## config.mk

```make
export PLATFORM = sky130hd
export DESIGN_NAME = lsu_master
export DESIGN_NICKNAME = d
export VERILOG_FILES = /design/src/rtl/lsu_master_pkg.sv /design/src/rtl/lsu_align.sv /design/src/rtl/lsu_master.sv
export SDC_FILE = /design/constraint.sdc
export NUM_CORES = 1
export LEC_CHECK = 0
export ABC_AREA = 1
export CAP_MARGIN = 0
export CELL_PAD_IN_SITES_DETAIL_PLACEMENT = 1
export CELL_PAD_IN_SITES_GLOBAL_PLACEMENT = 2
export CORE_MARGIN = 3
export CORE_UTILIZATION = 30
export CTS_CLUSTER_DIAMETER = 80
export DETAILED_ROUTE_END_ITERATION = 8
export DONT_BUFFER_PORTS = 1
export HOLD_SLACK_MARGIN = 0.1
export PLACE_DENSITY_LB_ADDON = 0.2
export SYNTH_ARGS = -nofsm -noshare
export SYNTH_HDL_FRONTEND = slang
export SYNTH_SLANG_ARGS = --single-unit
```

## constraint.sdc

```tcl
create_clock -name clk -period 1.85 [get_ports clk]
set_input_delay 0.185 -clock clk [delete_from_list [all_inputs] [get_ports clk]]
set_output_delay 0.185 -clock clk [all_outputs]
set_load 0.1 [all_outputs]
```

## src/rtl/lsu_master_pkg.sv

```systemverilog
// lsu_master_pkg: shared size, cause and state encodings for the load/store unit.
// Revision: 1.0
`default_nettype none

package lsu_master_pkg;

  localparam logic [1:0] LEN_B = 2'b00;
  localparam logic [1:0] LEN_H = 2'b01;
  localparam logic [1:0] LEN_W = 2'b10;

  localparam logic [1:0] CAUSE_OK       = 2'b00;
  localparam logic [1:0] CAUSE_MISALIGN = 2'b01;
  localparam logic [1:0] CAUSE_ACCESS   = 2'b10;
  localparam logic [1:0] CAUSE_ILLEGAL  = 2'b11;

  localparam logic [1:0] ST_IDLE   = 2'd0;
  localparam logic [1:0] ST_ACCESS = 2'd1;
  localparam logic [1:0] ST_RESP   = 2'd2;

endpackage

`default_nettype wire

```

## src/rtl/lsu_align.sv

```systemverilog
// lsu_align: request legality checks, store data masking and load data extension.
// Revision: 1.0
`default_nettype none

module lsu_align
  import lsu_master_pkg::*;
(
  input  logic        chk_store_i,
  input  logic [2:0]  chk_funct3_i,
  input  logic [1:0]  chk_addr_lo_i,
  input  logic [31:0] chk_wdata_i,
  input  logic [2:0]  ext_funct3_i,
  input  logic [31:0] ext_rdata_i,
  output logic        illegal_o,
  output logic        misalign_o,
  output logic [31:0] wmask_o,
  output logic [31:0] rext_o
);

  logic w_sext;

  // An unsigned store is meaningless, so funct3[2] on a store is treated as illegal.
  always_comb begin
    illegal_o  = (chk_funct3_i[1:0] == 2'b11) || (chk_store_i && chk_funct3_i[2]);
    misalign_o = 1'b0;
    wmask_o    = chk_wdata_i;
    case (chk_funct3_i[1:0])
      LEN_B: wmask_o = {24'b0, chk_wdata_i[7:0]};
      LEN_H: begin
        misalign_o = chk_addr_lo_i[0];
        wmask_o    = {16'b0, chk_wdata_i[15:0]};
      end
      LEN_W:   misalign_o = (chk_addr_lo_i != 2'b00);
      default: misalign_o = 1'b0;
    endcase
  end

  always_comb begin
    w_sext = ~ext_funct3_i[2];
    case (ext_funct3_i[1:0])
      LEN_B:   rext_o = {{24{w_sext & ext_rdata_i[7]}}, ext_rdata_i[7:0]};
      LEN_H:   rext_o = {{16{w_sext & ext_rdata_i[15]}}, ext_rdata_i[15:0]};
      default: rext_o = ext_rdata_i;
    endcase
  end

endmodule

`default_nettype wire

```

## src/rtl/lsu_master.sv

```systemverilog
// lsu_master: single-outstanding load/store initiator for the core data bus.
// Revision: 1.0
`default_nettype none

module lsu_master
  import lsu_master_pkg::*;
#(
  parameter int WAIT_STATES = 1
) (
  input  logic        clk,
  input  logic        rst,
  input  logic        req_valid,
  output logic        req_ready,
  input  logic        req_store,
  input  logic [2:0]  req_funct3,
  input  logic [31:0] req_addr,
  input  logic [31:0] req_wdata,
  output logic        resp_valid,
  output logic [31:0] resp_rdata,
  output logic [1:0]  resp_cause,
  output logic        bus_rw,
  output logic [1:0]  bus_len,
  output logic [31:0] bus_addr,
  output logic [31:0] bus_write,
  input  logic [31:0] bus_read,
  input  logic        bus_exception
);

  localparam logic [3:0] WAIT_INIT = 4'(WAIT_STATES);

  logic [1:0]  state_q, state_d;
  logic [3:0]  cnt_q, cnt_d;
  logic        store_q, store_d;
  logic [2:0]  funct3_q, funct3_d;
  logic [1:0]  bus_len_q, bus_len_d;
  logic [31:0] bus_addr_q, bus_addr_d;
  logic [31:0] bus_write_q, bus_write_d;
  logic [31:0] resp_rdata_q, resp_rdata_d;
  logic [1:0]  resp_cause_q, resp_cause_d;

  logic        w_illegal;
  logic        w_misalign;
  logic [31:0] w_wmask;
  logic [31:0] w_rext;

  lsu_align u_align (
    .chk_store_i   (req_store),
    .chk_funct3_i  (req_funct3),
    .chk_addr_lo_i (req_addr[1:0]),
    .chk_wdata_i   (req_wdata),
    .ext_funct3_i  (funct3_q),
    .ext_rdata_i   (bus_read),
    .illegal_o     (w_illegal),
    .misalign_o    (w_misalign),
    .wmask_o       (w_wmask),
    .rext_o        (w_rext)
  );

  always_comb begin
    state_d      = state_q;
    cnt_d        = cnt_q;
    store_d      = store_q;
    funct3_d     = funct3_q;
    bus_len_d    = bus_len_q;
    bus_addr_d   = bus_addr_q;
    bus_write_d  = bus_write_q;
    resp_rdata_d = resp_rdata_q;
    resp_cause_d = resp_cause_q;
    case (state_q)
      ST_IDLE: begin
        if (req_valid) begin
          store_d  = req_store;
          funct3_d = req_funct3;
          // Locally detected faults skip the bus entirely; illegal wins over misaligned.
          if (w_illegal) begin
            state_d      = ST_RESP;
            resp_cause_d = CAUSE_ILLEGAL;
            resp_rdata_d = 32'b0;
          end else if (w_misalign) begin
            state_d      = ST_RESP;
            resp_cause_d = CAUSE_MISALIGN;
            resp_rdata_d = 32'b0;
          end else begin
            state_d     = ST_ACCESS;
            cnt_d       = WAIT_INIT;
            bus_len_d   = req_funct3[1:0];
            bus_addr_d  = req_addr;
            bus_write_d = w_wmask;
          end
        end
      end
      ST_ACCESS: begin
        if (cnt_q == 4'd0) begin
          state_d = ST_RESP;
          if (bus_exception) begin
            resp_cause_d = CAUSE_ACCESS;
            resp_rdata_d = 32'b0;
          end else begin
            resp_cause_d = CAUSE_OK;
            resp_rdata_d = store_q ? 32'b0 : w_rext;
          end
        end else begin
          cnt_d = cnt_q - 4'd1;
        end
      end
      ST_RESP: state_d = ST_IDLE;
      default: state_d = ST_IDLE;
    endcase
  end

  always_ff @(posedge clk) begin
    if (rst) begin
      state_q      <= ST_IDLE;
      cnt_q        <= 4'd0;
      store_q      <= 1'b0;
      funct3_q     <= 3'b0;
      bus_len_q    <= 2'b0;
      bus_addr_q   <= 32'b0;
      bus_write_q  <= 32'b0;
      resp_rdata_q <= 32'b0;
      resp_cause_q <= CAUSE_OK;
    end else begin
      state_q      <= state_d;
      cnt_q        <= cnt_d;
      store_q      <= store_d;
      funct3_q     <= funct3_d;
      bus_len_q    <= bus_len_d;
      bus_addr_q   <= bus_addr_d;
      bus_write_q  <= bus_write_d;
      resp_rdata_q <= resp_rdata_d;
      resp_cause_q <= resp_cause_d;
    end
  end

  assign req_ready  = (state_q == ST_IDLE);
  assign resp_valid = (state_q == ST_RESP);
  // Write strobe only while the access is live so idle address/data never trigger an io write.
  assign bus_rw     = (state_q == ST_ACCESS) && store_q;
  assign bus_len    = bus_len_q;
  assign bus_addr   = bus_addr_q;
  assign bus_write  = bus_write_q;
  assign resp_rdata = resp_rdata_q;
  assign resp_cause = resp_cause_q;

endmodule

`default_nettype wire

```

==> impl_metrics.py, run 1 <==
metrics = {
    "outcome": {
        "outcome": "finished, final reports clean",
    },
    "layout": {
        "final_cells": 1114,
        "final_area_um2": 7144,
        "diodes": 0,
        "fill_cells": 2049,
        "drive_gt1_share_pct": 17.00,
        "fin_nets": 1000,
        "syn2layout_area_growth_pct": 39.78,
    },
    "placement": {
        "dp_worst_setup_slack_ps": 160.1,
        "place_area_um2": 6018,
        "dp_hpwl_um": 11640,
        "numPortBuffers": 0,
        "dp.cells": 1018,
        "globalplace.congestion": 0.7657,
    },
    "sta": {
        "setup_slack_ps": 202.0,
        "clock_skew_ps": 10.21,
        "finalHoldViolCount": 0,
        "tns_ps": 0,
        "finalCritPeriodShare_pct": 89.08,
        "fmax_ghz": 0.6068,
        "drv_slew": 0,
        "period_needed_ps": 1648,
        "finalSetupViolCount": 0,
        "tightest_slew_ps": 553.4,
        "rsz0062_at_grt": "no",
        "max_slew_margin_pct": 63.00,
    },
    "logic_synthesis": {
        "synthTopCellsByArea": "dfxtp_1 (43%), nand2_1 (12%), nor2_1 (9.8%)",
        "yosysTopAreaCellShare_pct": 43.08,
        "synth_seq_area_share_pct": 43.08,
        "synth_edf_count": 0,
        "yosysWarnings": 0,
        "synth_fp_nets": 846,
        "synth-seq-cells": 110,
        "yosys.area.top_type": "dfxtp_1",
        "synthTopCellsByCount": "nand2_1 (157), nor2_1 (134), dfxtp_1 (110), a21oi_1 (94), inv_1 (68)",
        "synthArstFlopShare_pct": 0,
        "synth_area_um2": 5111,
        "synth.most_common_cell": "nand2_1",
        "synth_ff_type": "dfxtp_1",
        "synth.distinct_cells": 27,
        "synthCells": 736,
        "syn_area_per_cell_um2": 6.945,
    },
    "clocking": {
        "cts_tree": "built",
        "clock_latency_ps": 350,
        "cts_buffer_depth": 2,
        "clock-sinks": 110,
        "cts_buffers": 9,
        "clk_pin_slew_worst_paths_ps": 70,
        "h-tree-depth": 3,
        "root_buffer": "clkbuf_16",
    },
    "die": {
        "num_io_pins": 207,
        "die_width_um": 136.5,
        "start_util_pct": 30.71,
        "num_rows": 47,
        "coreArea_um2": 16640,
        "die-area_um2": 18640,
        "die_h_um": 136.5,
    },
    "route": {
        "vias_per_cell": 4.866,
        "antenna_left": 0,
        "drt_iter0_markers": 213,
        "wl_per_cell_um": 15.89,
        "drt-total-wl_um": 17700,
        "drcViolationCount": 0,
        "vias": 5421,
        "dr.pass1.iters": 6,
    },
    "job": {
        "max_cap_violations": 0,
    },
    "setup_path": {
        "critical_path.cell_chain": "nor2_4 -> nand2_4 -> inv_4 -> buf_4 -> nand4_1 -> a21oi_1",
        "arrival_ps": 1920,
        "cp_slowest_cell": "buf_4",
        "crit_required_ps": 2130,
        "critPathLaunchType": "flip-flop",
        "slowest_delay_ps": 430,
        "crit_path_start": "state_q[0]$_SDFFE_PP0P_",
        "r2r-start": "state_q[0]$_SDFFE_PP0P_",
        "criticalPathCategory": "flip-flop to flip-flop",
        "path_max_fanout": 47,
        "crit_path_end_kind": "flip-flop",
    },
    "global_route": {
        "grt-ovfl-total": 0,
        "grt_pass1_vias": 5594,
        "grt_max_degree": 69,
        "antenna_found_initial": 0,
        "grt_first_pass_wirelength_um": 27790,
        "grtUsageTotal_pct": 18.52,
    },
    "power": {
        "finalPower_w": 0.007621,
        "p_per_area_nw_per_um2": 1067,
        "p_leak_nw": 3.250,
        "ir_drop_mv": 0.5334,
    },
    "worst_hold_path": {
        "min_from": "bus_read[14]",
        "hold_class": "primary input to flip-flop",
    },
}
## area by class of cell
class	instances	area, µm²	share of cell area, %
repair buffers	200	1772	24.80
clock inverters	6	72.57	1.016
flip-flops and latches	110	2202	30.82
inverters	71	271.5	3.800
multi-input cells	498	2326	32.56
well taps	220	275.3	3.853
clock buffers	9	225.2	3.152
## state kept, by name, indices dropped and copies added (netlist names)
| register | cells |
|---|---|
| bus_addr | 32 |
| bus_write | 32 |
| resp_rdata | 32 |
| cnt_q | 4 |
| bus_len | 2 |
| resp_cause | 2 |
| state_q | 2 |
| store_q | 1 |
| funct3_q | 3 |
## metrics by stage
stage                     utilization (%)  hold WS [ps]
final                               42.93         114.6
after global routing                42.93         129.0
after CTS                           42.93         101.7
after detailed placement            36.16         262.0
after global placement              36.16         259.9
after floorplan                         -         359.4
## power breakdown
part	switching (W)	internal [W]	leakage, nW
Sequential	0.0000806	0.00258	0.900
Clock	0.000929	0.00106	0.142
Combinational	0.00227	0.000704	2.21
Total	0.00328	0.00434	3.25
## worst max-delay path, delay by kind of cell (launching register included)
| kind | cells | cell delay (ps) |
|---|---|---|
| buffers and inverters | 2 | 520 |
| AND/OR/NAND/NOR | 3 | 480 |
| flip-flops | 1 | 360 |
| AO/OA/AOI/OAI | 1 | 200 |
## timing repair
| action | in CTS | in global routing |
|---|---|---|
| endpoints found under the hold margin | 79 | 0 |
| buffers inserted | 0 | 0 |
| hold buffers | 81 | 0 |
| resized for setup | 0 | 0 |
## logic make-up (layout without fill, tap and decap cells)
kind of cell	after synthesis	after routing	synth area share (%)
simple gates	388	388	33.34
buf+inv	128	286	11.51
flops	110	110	43.08
compound gates	104	104	10.60
fa+ha+maj	6	6	1.469
## layout by cell type, fill, tap and decap left out
| cell | synthesis | final |
|---|---|---|
| ha_1 | 6 | 6 |
| o211ai_1 | 2 | 2 |
| nand4_1 | 66 | 66 |
| inv_6 | 0 | 1 |
| clkbuf_16 | 0 | 9 |
| inv_1 | 68 | 68 |
| inv_4 | 2 | 2 |
| dfxtp_1 | 110 | 110 |
| nor2_4 | 1 | 1 |
| clkinv_1 | 1 | 1 |
| nor2_1 | 134 | 132 |
| clkinv_4 | 0 | 3 |
| a21oi_1 | 94 | 94 |
| buf_4 | 7 | 115 |
| nor2_2 | 0 | 2 |
| buf_16 | 0 | 1 |
| nand3_1 | 19 | 19 |
| a21oi_4 | 1 | 1 |
| dlygate4sd3_1 | 0 | 80 |
| bufinv_16 | 0 | 1 |
| nand3_4 | 1 | 1 |
| or2_2 | 2 | 2 |
| clkinvlp_4 | 0 | 1 |
| nand2_4 | 1 | 1 |
| o21bai_1 | 1 | 1 |
| buf_12 | 0 | 4 |
| nand2_2 | 5 | 5 |
| nand2_1 | 157 | 157 |
| a211oi_1 | 1 | 1 |
| o21ai_0 | 5 | 5 |
| nand3_2 | 2 | 2 |
## worst paths after layout
kind | to | slack (ps) | cells past startpoint
min reg2reg | bus_addr[19]$_SDFFE_PP0P_ | 470 | 2
min | resp_rdata[14]$_SDFFE_PP0P_ | 110 | 4
max | bus_write[2]$_SDFFE_PP0P_ | 200 | 6
max reg2reg | bus_write[2]$_SDFFE_PP0P_ | 200 | 6
## metal layers
layer	vias to the layer above	GRT usage (%)	wire length, µm
li1	2676	-	-
met1	2573	23.31	7492
met2	150	30.59	8574
met3	22	5.184	1319
met4	0	6.159	318
met5	-	0	0
Note: power is estimated with default switching activity, not from simulation.
==> inputs of run 2 (changes only) <==
Settings changed: GPL_ROUTABILITY_DRIVEN from default to 0.
Clock period 1.85 ns to 1.55 ns, I/O delays scaled along.
==> run 2 against run 1 <==
Effect of this change: the run now ends with negative hold slack left; cell count down 4.8%; clock power up 17%; setup slack worse by 100 ps; register-to-register slack worse by 100 ps; sequential power up 21%; global-route usage down 0.96 points; design area down 5.6%; critical path depth up 2; combinational power up 18%; first-iteration DRC count down 27%; sequential share of layout area up 1.9 points; largest power group unchanged.
==> impl_metrics.py, run 2 (synthesized netlist as in run 1, its figures left out) <==
metrics = {
    "route": {
        "drt_iter0_markers": 155,
        "wl_per_cell_um": 16.17,
        "drcViolationCount": 0,
        "antenna_left": 0,
        "drt-total-wl_um": 17140,
        "vias": 5190,
        "vias_per_cell": 4.896,
        "dr.pass1.iters": 4,
    },
    "setup_path": {
        "criticalPathCategory": "flip-flop to flip-flop",
        "cp_slowest_cell": "dfxtp_1",
        "arrival_ps": 1700,
        "slowest_delay_ps": 310,
        "r2r-end": "resp_rdata[0]$_SDFFE_PP0P_",
        "crit_family": "simple AND/OR/NAND/NOR gates",
        "path_max_fanout": 19,
        "critical_path.cell_chain": "inv_1 -> ha_2 -> nand3_2 -> nand2_4 -> nand2_4 -> clkbuf_16 -> nor2_1 -> nor2_1",
        "crit_required_ps": 1800,
        "reg2regPathDepth": 8,
        "crit_path_end_kind": "flip-flop",
        "r2r_slack_ps": 100,
        "crit_buf_inv": 2,
        "critPathLaunchType": "flip-flop",
        "r2r-start": "cnt_q[0]$_SDFFE_PP0P_",
    },
    "global_route": {
        "grt-ovfl-total": 0,
        "grt_max_degree": 70,
        "grtUsageTotal_pct": 17.56,
        "grt_pass1_vias": 5181,
        "antenna_found_initial": 0,
        "grt_first_pass_wirelength_um": 26130,
    },
    "sta": {
        "finalHoldViolCount": 68,
        "clock_skew_ps": 7.429,
        "max_slew_margin_pct": 72.37,
        "fmax_ghz": 0.6887,
        "tns_ps": 0,
        "tightest_slew_ps": 414.0,
        "period_needed_ps": 1452,
        "rsz0062_at_grt": "no",
        "setup_slack_ps": 97.90,
        "finalSetupViolCount": 0,
        "drv_slew": 0,
        "hold-worst-slack_ps": -134.5,
        "finalCritPeriodShare_pct": 93.68,
    },
    "die": {
        "num_io_pins": 207,
        "die_h_um": 136.5,
        "die-area_um2": 18640,
        "coreArea_um2": 16640,
        "start_util_pct": 30.71,
        "num_rows": 47,
        "die_width_um": 136.5,
    },
    "clocking": {
        "hold_buffers": 19,
        "cts_buffer_depth": 2,
        "clock_latency_ps": 360,
        "h-tree-depth": 3,
        "post_cts_buffers": 0,
        "clk_pin_slew_worst_paths_ps": 80,
        "cts_tree": "built",
        "cts_buffers": 9,
        "root_buffer": "clkbuf_16",
        "clock-sinks": 110,
    },
    "outcome": {
        "outcome": "complete, but fails checks",
        "violations": "negative hold slack",
    },
    "layout": {
        "diodes": 0,
        "drive_gt1_share_pct": 20.60,
        "fin_nets": 945,
        "final_cells": 1060,
        "syn2layout_area_growth_pct": 32.00,
        "fin_util_pct": 40.54,
        "fill_cells": 2083,
        "mostFrequentLayoutCells": "nand2_1 (156), nor2_1 (132), buf_4 (112)",
        "layout_commonest_cell": "nand2_1",
    },
    "placement": {
        "dp_worst_setup_slack_ps": 7.938,
        "numPortBuffers": 0,
        "dp_hpwl_um": 11680,
        "dp.cells": 1022,
    },
    "power": {
        "ir_drop_mv": 0.5954,
        "p_per_area_nw_per_um2": 1346,
        "p_leak_nw": 3.081,
    },
    "worst_hold_path": {
        "min_from": "rst",
        "hold_depth": 1,
        "min_to": "bus_addr[17]$_SDFFE_PP0P_",
        "hold_class": "primary input to flip-flop",
    },
    "job": {
        "max_cap_violations": 0,
    },
}
==> run 2: changes by cell type in the layout (fill, tap and decap cells not counted), moves of 3 or more <==
cell	change
dlygate4sd3_1	-61
a21oi_1	-10
a21oi_2	+10
buf_12	+7
buf_4	-3
clkbuf_16	+3
inv_6	+3
==> run 2: final cells by class <==
type	count	area, µm²	share of cell area [%]
clock buffers	9	225.2	3.338
clock inverters	7	62.56	0.9273
repair buffers	145	1326	19.66
flip-flops and latches	110	2205	32.68
inverters	71	274.0	4.062
well taps	220	275.3	4.080
multi-input cells	498	2379	35.26
==> run 2: how the worst max path moves through the flow <==
| stage | from | end | slack, ps | cells past startpoint |
|---|---|---|---|---|
| 2_1_floorplan | state_q[0]$_SDFFE_PP0P_ | bus_addr[0]$_SDFFE_PP0P_ | -140 | 7 |
| 3_3_place_gp | req_funct3[0] | resp_cause[0]$_SDFFE_PP0P_ | 60 | 11 |
| 3_5_place_dp | req_funct3[0] | resp_cause[0]$_SDFFE_PP0P_ | 8 | 11 |
| 4_1_cts | state_q[1]$_SDFFE_PP0P_ | bus_rw | 50 | 4 |
| 5_1_grt | state_q[0]$_SDFFE_PP0P_ | cnt_q[1]$_SDFFE_PP0P_ | 4 | 8 |
| 6_report | cnt_q[0]$_SDFFE_PP0P_ | resp_rdata[0]$_SDFFE_PP0P_ | 100 | 8 |
==> run 2: where the power goes <==
group	switching (W)	internal (W)	leakage, nW
clock network	0.00120	0.00113	0.139
registers	0.000145	0.00308	0.900
logic	0.00267	0.000862	2.04
total	0.00401	0.00507	3.08
==> run 2: what timing repair did <==
action	4_1_cts	5_1_grt
gates resized for setup	0	6
endpoints found under the hold margin	86	68
endpoints found under the setup margin	0	26
==> run 2: per-stage QoR <==
stage	instance area [µm²]	power, W
6_report	6746	0.009083
5_1_grt	6746	0.009550
4_1_cts	6653	0.009132
3_5_place_dp	6175	0.006730
3_3_place_gp	6175	0.006646
2_1_floorplan	5185	0.006044
==> run 2: metal layers <==
metal  global-route usage, %  share of wire, %
met5                       0                 0
met4                   6.327               2.0
met3                   5.000               6.5
met2                   29.74                49
met1                   21.23                42
